===== src/rtl/mod_counter_pkg.sv =====
// ============================================================================
// Module : mod_counter_pkg
// Brief  : Shared types, defaults and load-clamp helper for mod_counter.
// Rev    : 1.0  initial release
// ============================================================================
`default_nettype none

package mod_counter_pkg;

  typedef enum logic [0:0] {
    SNAP_IDLE  = 1'b0,
    SNAP_SHIFT = 1'b1
  } snap_state_t;

  localparam int C_DEFAULT_WIDTH = 8;

  // Out-of-range load values collapse onto the top of the count range.
  function automatic logic [31:0] clamp_load(input logic [31:0] val,
                                             input logic [31:0] max_val);
    return (val > max_val) ? max_val : val;
  endfunction

endpackage

`default_nettype wire


===== src/rtl/mod_counter_snap_shifter.sv =====
// ============================================================================
// Module : snap_shifter
// Brief  : Parallel-in serial-out snapshot shifter, MSB first, with
//          IDLE/SHIFT control; requests while shifting are dropped.
// Rev    : 1.0  initial release
// ============================================================================
`default_nettype none

module snap_shifter
  import mod_counter_pkg::*;
#(
  parameter int WIDTH = C_DEFAULT_WIDTH
) (
  input  logic             clk,
  input  logic             reset,
  input  logic             i_start,
  input  logic [WIDTH-1:0] i_data,
  output logic             o_sd,
  output logic             o_sd_valid,
  output logic             o_busy
);

  localparam int                 C_CNT_W    = (WIDTH > 2) ? $clog2(WIDTH) : 1;
  localparam logic [C_CNT_W-1:0] C_LAST_BIT = C_CNT_W'(WIDTH - 1);
  localparam logic [C_CNT_W-1:0] C_CNT_ONE  = C_CNT_W'(1);

  snap_state_t        r_state;
  snap_state_t        w_state_next;
  logic [WIDTH-1:0]   r_shreg;
  logic [C_CNT_W-1:0] r_bit_cnt;

  always_ff @(posedge clk) begin
    if (!reset) begin
      r_state <= SNAP_IDLE;
    end else begin
      r_state <= w_state_next;
    end
  end

  always_comb begin
    w_state_next = r_state;
    case (r_state)
      SNAP_IDLE:  if (i_start) w_state_next = SNAP_SHIFT;
      SNAP_SHIFT: if (r_bit_cnt == '0) w_state_next = SNAP_IDLE;
      default:    w_state_next = SNAP_IDLE;
    endcase
  end

  // The bit counter holds the index of the bit currently on o_sd.
  always_ff @(posedge clk) begin
    if (!reset) begin
      r_shreg   <= '0;
      r_bit_cnt <= '0;
    end else if ((r_state == SNAP_IDLE) && i_start) begin
      r_shreg   <= i_data;
      r_bit_cnt <= C_LAST_BIT;
    end else if (r_state == SNAP_SHIFT) begin
      r_shreg   <= {r_shreg[WIDTH-2:0], 1'b0};
      r_bit_cnt <= (r_bit_cnt == '0) ? '0 : (r_bit_cnt - C_CNT_ONE);
    end
  end

  always_comb begin
    o_sd_valid = (r_state == SNAP_SHIFT);
    o_busy     = (r_state == SNAP_SHIFT);
    o_sd       = (r_state == SNAP_SHIFT) ? r_shreg[WIDTH-1] : 1'b0;
  end

endmodule

`default_nettype wire


===== src/rtl/mod_counter.sv =====
// ============================================================================
// Module : mod_counter
// Brief  : Up/down modulo counter with preset, clamped load, terminal count
//          and serial snapshot readout.
//          MOD_COUNTER_SATURATE_EN: saturate at the range ends instead of wrap.
// Rev    : 1.0  initial release
// ============================================================================
`default_nettype none

module mod_counter
  import mod_counter_pkg::*;
#(
  parameter int WIDTH      = C_DEFAULT_WIDTH,
  parameter int MODULUS    = 2**WIDTH,
  parameter int PRESET_VAL = MODULUS - 1
) (
  input  logic             clk,
  input  logic             reset,
  input  logic             en,
  input  logic             up,
  input  logic             preset,
  input  logic             load,
  input  logic [WIDTH-1:0] load_val,
  input  logic             snap_req,
  output logic [WIDTH-1:0] count,
  output logic             tc,
  output logic             sd,
  output logic             sd_valid,
  output logic             busy
);

  localparam logic [WIDTH-1:0] C_MAX     = WIDTH'(MODULUS - 1);
  localparam logic [WIDTH-1:0] C_PRESET  = WIDTH'(PRESET_VAL);
  localparam logic [WIDTH:0]   C_MOD_EXT = (WIDTH+1)'(MODULUS);
  localparam logic [WIDTH:0]   C_ONE_EXT = (WIDTH+1)'(1);

  logic [WIDTH-1:0] r_count;
  logic [WIDTH:0]   w_inc;
  logic [WIDTH:0]   w_dec;
  logic [WIDTH-1:0] w_step;
  logic [WIDTH-1:0] w_load_clamped;
  logic [WIDTH-1:0] w_count_next;

  // One extra bit lets the modulus compare and the borrow out of zero be seen
  // directly, so a short modulus never wraps through 2**WIDTH.
  always_comb begin
    w_inc = {1'b0, r_count} + C_ONE_EXT;
    w_dec = {1'b0, r_count} - C_ONE_EXT;
    if (up) begin
`ifdef MOD_COUNTER_SATURATE_EN
      w_step = (w_inc == C_MOD_EXT) ? r_count : w_inc[WIDTH-1:0];
`else
      w_step = (w_inc == C_MOD_EXT) ? '0 : w_inc[WIDTH-1:0];
`endif
    end else begin
`ifdef MOD_COUNTER_SATURATE_EN
      w_step = w_dec[WIDTH] ? r_count : w_dec[WIDTH-1:0];
`else
      w_step = w_dec[WIDTH] ? C_MAX : w_dec[WIDTH-1:0];
`endif
    end
  end

  always_comb begin
    w_load_clamped = WIDTH'(clamp_load(32'(load_val), 32'(MODULUS - 1)));
    if (preset) begin
      w_count_next = C_PRESET;
    end else if (load) begin
      w_count_next = w_load_clamped;
    end else if (en) begin
      w_count_next = w_step;
    end else begin
      w_count_next = r_count;
    end
  end

  always_ff @(posedge clk) begin
    if (!reset) begin
      r_count <= '0;
    end else begin
      r_count <= w_count_next;
    end
  end

  assign count = r_count;
  assign tc    = up ? (r_count == C_MAX) : (r_count == '0);

  // Snapshot sees the pre-update count present at the requesting edge.
  snap_shifter #(
    .WIDTH (WIDTH)
  ) u_snap_shifter (
    .clk        (clk),
    .reset      (reset),
    .i_start    (snap_req),
    .i_data     (r_count),
    .o_sd       (sd),
    .o_sd_valid (sd_valid),
    .o_busy     (busy)
  );

endmodule

`default_nettype wire


===== config.mk =====
export PLATFORM = sky130hd
export DESIGN_NAME = mod_counter
export DESIGN_NICKNAME = d
export VERILOG_FILES = /design/src/rtl/mod_counter_pkg.sv /design/src/rtl/mod_counter_snap_shifter.sv /design/src/rtl/mod_counter.sv
export SDC_FILE = /design/constraint.sdc
export NUM_CORES = 1
export LEC_CHECK = 0
export CORE_ASPECT_RATIO = 0.7
export CORE_MARGIN = 2
export CORE_UTILIZATION = 35
export DETAILED_ROUTE_END_ITERATION = 8
export GPL_TIMING_DRIVEN = 1
export PLACE_DENSITY = 0.69
export RECOVER_POWER = 50
export SETUP_SLACK_MARGIN = 0.3
export SLEW_MARGIN = 10
export SYNTH_ARGS = -nofsm -noshare
export SYNTH_HDL_FRONTEND = slang
export SYNTH_SLANG_ARGS = --single-unit

===== constraint.sdc =====
create_clock -name clk -period 2.2 [get_ports clk]
set_input_delay 0.33 -clock clk [delete_from_list [all_inputs] [get_ports clk]]
set_output_delay 0.33 -clock clk [all_outputs]
set_load 0.005 [all_outputs]

* After elaboration in Yosys (flattened, before gate mapping)
Index checks and enable logic that the tools add are counted.
** Storage, ports and cells
- Flip-flop bits (word level) :: 20
- Input port bits :: 15
- Output and inout port bits :: 12
- Word-level logic and storage cells :: 31
** Cells by class
- Add/subtract/negate cells :: 3
- Equality and inequality tests :: 2
- Multiplexer cells :: 16
- Bitwise gates (word level) :: 1
- Reduce and logical (&&, ||, !) cells :: 5
** Operators by type and width (number)
- two-way mux 8 bit :: 8
- adder 8 x 1 -> 9 bit, second input constant :: 1
- equality test 9 bit, second input constant :: 1
- two-way mux 3 bit :: 3
- subtractor 8 x 1 -> 9 bit, second input constant :: 1
- equality test 8 bit, second input constant :: 1
- zero test 8 bit :: 1
- two-way mux 1 bit :: 4
- zero test 3 bit :: 1
- nonzero test 3 bit :: 1
- subtractor 3 x 1 -> 3 bit, second input constant :: 1
- case mux 1 bit (2 select lines) :: 1
- nonzero test 2 bit :: 1
- logical AND 1 bit :: 1
- inverter 1 bit :: 1

* Depth between registers and ports, before layout
- Word-level depth :: 7
- Mapped depth :: 6
- Gate-level depth less buffers :: 6

* Hierarchy
Synthesis repeated with hierarchy kept, for this count alone.
** Unflattened totals
- Cells, all modules :: 162
- Area total of the unflattened synthesis :: 1372.6 um^2
** Modules (own cells, without submodules)
- mod_counter :: instances 1, cells each 104, area an instance 820.8 um^2, seq. area each 160.2 um^2
- snap_shifter :: instances 1, cells each 58, area an instance 551.8 um^2, seq. area each 240.2 um^2

* Worst setup path before layout
No wires, ideal clock.
- Kind :: reg2reg
- Start point :: reg r_count[3] (netlist: count[3])
- End point :: reg r_count[0] (netlist: count[0])
- Setup time :: 67 ps
- Arrival time :: 1694 ps
- Required time :: 2133 ps
- Path slack :: 440 ps
- Stages on the path, launching flop included :: 6
- Buffers on the path :: 1
- Period minus slack after synthesis :: 1760 ps
- Path through :: dfxtp_1 -> buf_6 -> or3_4 -> or4_4 -> mux2_2 -> o21ai_2
** On the way
- Cells in the longest elaborated chain, start to end :: 7
- Elaborated cells on any way between the ends :: 9
- Those cells by class :: add/sub: 2; eq/ne: 1; mux: 6
** Ends and longest elaborated chain
- from (decl) :: line mod_counter.sv:37 : logic [WIDTH-1:0] r_count;
- from (signal assigned) :: line mod_counter.sv:81 : r_count <= w_count_next;
- adder 8 x 1 -> 9 bit :: line mod_counter.sv:47 : w_inc = {1'b0, r_count} + C_ONE_EXT;
- equality test 9 bit :: line mod_counter.sv:53 : w_step = (w_inc == C_MOD_EXT) ? '0 : w_inc[WIDTH-1:0];
- two-way mux 8 bit :: line mod_counter.sv:53
- two-way mux 8 bit (*) :: line mod_counter.sv:49 : if (up) begin
- two-way mux 8 bit (*) :: line mod_counter.sv:70 : end else if (en) begin
- two-way mux 8 bit (*) :: line mod_counter.sv:68 : end else if (load) begin
- two-way mux 8 bit (*) :: line mod_counter.sv:66 : if (preset) begin
Mark *: on every way between the ends. The rest lies on a longest branch, timed or not. The select of a mux whose other input is x is not followed.
A chain may end at the register's enable or synchronous reset.

* Worst setup path after layout
- Start point :: in up
- End point :: out tc
** On the way
- Cells in the longest elaborated chain, start to end :: 1
** Ends and longest elaborated chain
- from (decl) :: line mod_counter.sv:20 : input logic up,
- two-way mux 1 bit :: line mod_counter.sv:86 : assign tc = up ? (r_count == C_MAX) : (r_count == '0);
- to (decl) :: line mod_counter.sv:26 : output logic tc,
Every way passes these cells.

==> impl_metrics.json <==
{
  "wl_um": 3639,
  "synth_edf_count": 0,
  "power_density_nw_per_um2": 585.4,
  "htree_levels": 1,
  "synth.avg_cell_area_um2": 7.963,
  "synth_area_leader_cell": "dfxtp_1",
  "total_power_w": 0.001109,
  "nFillCells": 383,
  "yosys_warnings": 0,
  "grt_pass1_wl_um": 6009,
  "cp.arrival_ns": 1.63,
  "grt_pass1_vias": 1220,
  "synthToLayoutAreaGrowth_pct": 37.51,
  "drcViolationCount": 0,
  "synth.distinct_cells": 50,
  "async_flop_share_pct": 0,
  "die_x_um": 78.99,
  "antenna_found_initial": 0,
  "hold_violations": 0,
  "cts_hold_buf": 0,
  "fin_setup_tns_ns": 0,
  "num_io_pins": 27,
  "initial_core_util_pct": 35.77,
  "r2r_slack_ns": 0.36,
  "drt_first_iter_violations": 74,
  "grt_usage_pct": 16.98,
  "die_h_um": 56.49,
  "io_buffers": 26,
  "multi_input_area_um2": 902.1,
  "slew_headroom_pct": 58.76,
  "period_minus_slack_ns": 1.965,
  "syn_area_um2": 1378,
  "ys_ff_latch": 20,
  "num_antenna_cells": 0,
  "setup.worst_path.end_class": "output port",
  "grt_max_degree": 22,
  "pre_cts_ws_ns": -0.1833,
  "core_area_um2": 3851,
  "wl_per_cell_um": 13.89,
  "status": "finished, final reports clean",
  "crit_required_ns": 1.87,
  "post-dp-hpwl_um": 2632,
  "synth.area.top_cells": "dfxtp_1 29%, mux2i_1 6.5%, o21ai_0 6.5%, ha_1 4.5%, and2_1 4.1%",
  "synth_top_flop_cell": "dfxtp_1",
  "crit_type": "primary input to output port",
  "worstPathMaxFanout": 2,
  "dr.pass1.iters": 4,
  "synth_nets": 193,
  "path_clk_slew_ns": 0.08,
  "slew_violations": 0,
  "rsz0062_at_grt": "true",
  "clock_sinks": 20,
  "post_drt_via_cell_ratio": 5.260,
  "cts_made_buffers": 3,
  "rows": 19,
  "ff_latch_area_um2": 401.6,
  "worst_pin_slew_ns": 0.6165,
  "clock-root-buffer": "clkbuf_8",
  "p_leak_nw": 0.7581,
  "clk_latency_ns": 0.26,
  "ant_nets": 0,
  "syn-instance-count": 173,
  "drive_gt1_share_pct": 19.52,
  "synth_most_common_cell": "dfxtp_1",
  "dr_total_vias": 1378,
  "routabilityCongestion": 0.9543,
  "max_freq_ghz": 0.5089,
  "overflow": 0,
  "fin_nets": 231,
  "synth_top_area_share_pct": 29.06,
  "timing.final.ws_setup_ns": 0.2351,
  "fin_skew_ns": 0.004200,
  "die_area_um2": 4462,
  "ys_top_cells_by_count": "20 x dfxtp_1, 18 x o21ai_0, 13 x nand2_1",
  "maxCapViolCount": 0,
  "setup_viol": 0,
  "worst_setup_path_start_kind": "primary input",
  "cts_tree": "yes",
  "synth_seq_area_share_pct": 29.06,
  "cts_buffer_depth": 2,
  "fin_crit_sh_pct": 89.32,
  "hold_class": "flop to flop",
  "vdd_ir_drop_max_v": 0.0002954
}
-- per-stage QoR --
stage	std cells	area (um2)	util, %	hold slack, ns
after floorplan	173	1378	-	0.5047
after global placement	257	1795	46.62	0.5245
after detailed placement	257	1795	46.62	0.5381
after CTS	262	1897	49.25	0.5514
after global routing	262	1894	49.19	0.5567
final	262	1894	49.19	0.5527
-- flip-flops by register name, indices dropped and copies added, names as in the netlist --
register / flops
count: 8
u_snap_shifter.o_busy: 1
u_snap_shifter.r_bit_cnt: 3
u_snap_shifter.r_shreg: 8
-- cell usage in the layout (no fill, tap or decap), types with 3 or more instances in the layout --
cell / count
ha_1: 4
nand2b_1: 7
a211oi_1: 3
nor2_1: 5
clkbuf_8: 3
mux2i_1: 9
o21ai_0: 18
nor3b_1: 3
a31oi_1: 3
nand2_1: 13
clkdlybuf4s50_1: 23
nor3_1: 9
nand4_1: 3
and2_0: 7
a21oi_1: 6
inv_1: 7
dfxtp_1: 19
buf_4: 21
-- cells by family (layout without fill, tap and decap cells) --
kind of cell	count (synthesis)	in the layout	synth area share (%)
AO/OA/AOI/OAI	48	48	22.98
XOR/XNOR	3	3	1.908
adder cells (fa/ha/maj)	5	5	4.541
buffers and inverters	24	61	7.448
flip-flops	20	20	29.06
multiplexers	10	10	7.357
AND/OR/NAND/NOR	63	63	26.70
-- final cells by class --
cell class / count / area share, %
well taps: 52 / 3.435
clock buffers: 3 / 2.180
multi-input cells: 129 / 47.62
inverters: 8 / 1.585
clock inverters: 1 / 1.585
repair buffers: 49 / 22.39
flip-flops and latches: 20 / 21.20
-- repair_timing --
action / in CTS / in global routing
cloned: 0 / 0
setup endpoints to repair: 1 / 1
setup buffers: 1 / 0
pin swaps: 2 / 0
endpoints found under the hold margin: 0 / 0
resized for setup: 9 / 2
-- report_power, final --
| group | internal (W) | switching, W |
|---|---|---|
| clock network | 0.000243 | 0.000128 |
| registers | 0.000394 | 0.0000189 |
| logic | 0.000167 | 0.000158 |
| total | 0.000804 | 0.000305 |
-- worst max-delay path, cell delays in order --
cell             delay, ns
clkdlybuf4s50_1       0.43
nand2b_4              0.15
or4_4                 0.49
o31ai_2               0.08
buf_2                 0.15
-- metal layers --
layer | GRT usage, % | vias up | part of all wire, %
met5 | 0 | - | 0
met1 | 24.46 | 629 | 51
li1 | - | 699 | -
met2 | 26.15 | 48 | 42
met4 | 2.956 | 0 | 0.22
met3 | 4.019 | 2 | 6.8
-- worst paths after layout --
check,cells after the start,startpoint,end
worst min register to register,2,u_snap_shifter.r_shreg[0],u_snap_shifter.r_shreg[0]
worst max-delay path,5,up,tc
worst min-delay path,2,u_snap_shifter.r_shreg[0],u_snap_shifter.r_shreg[0]
worst max register to register,6,count[2],count[0]
No activity file was read; power rests on OpenSTA's default activity.
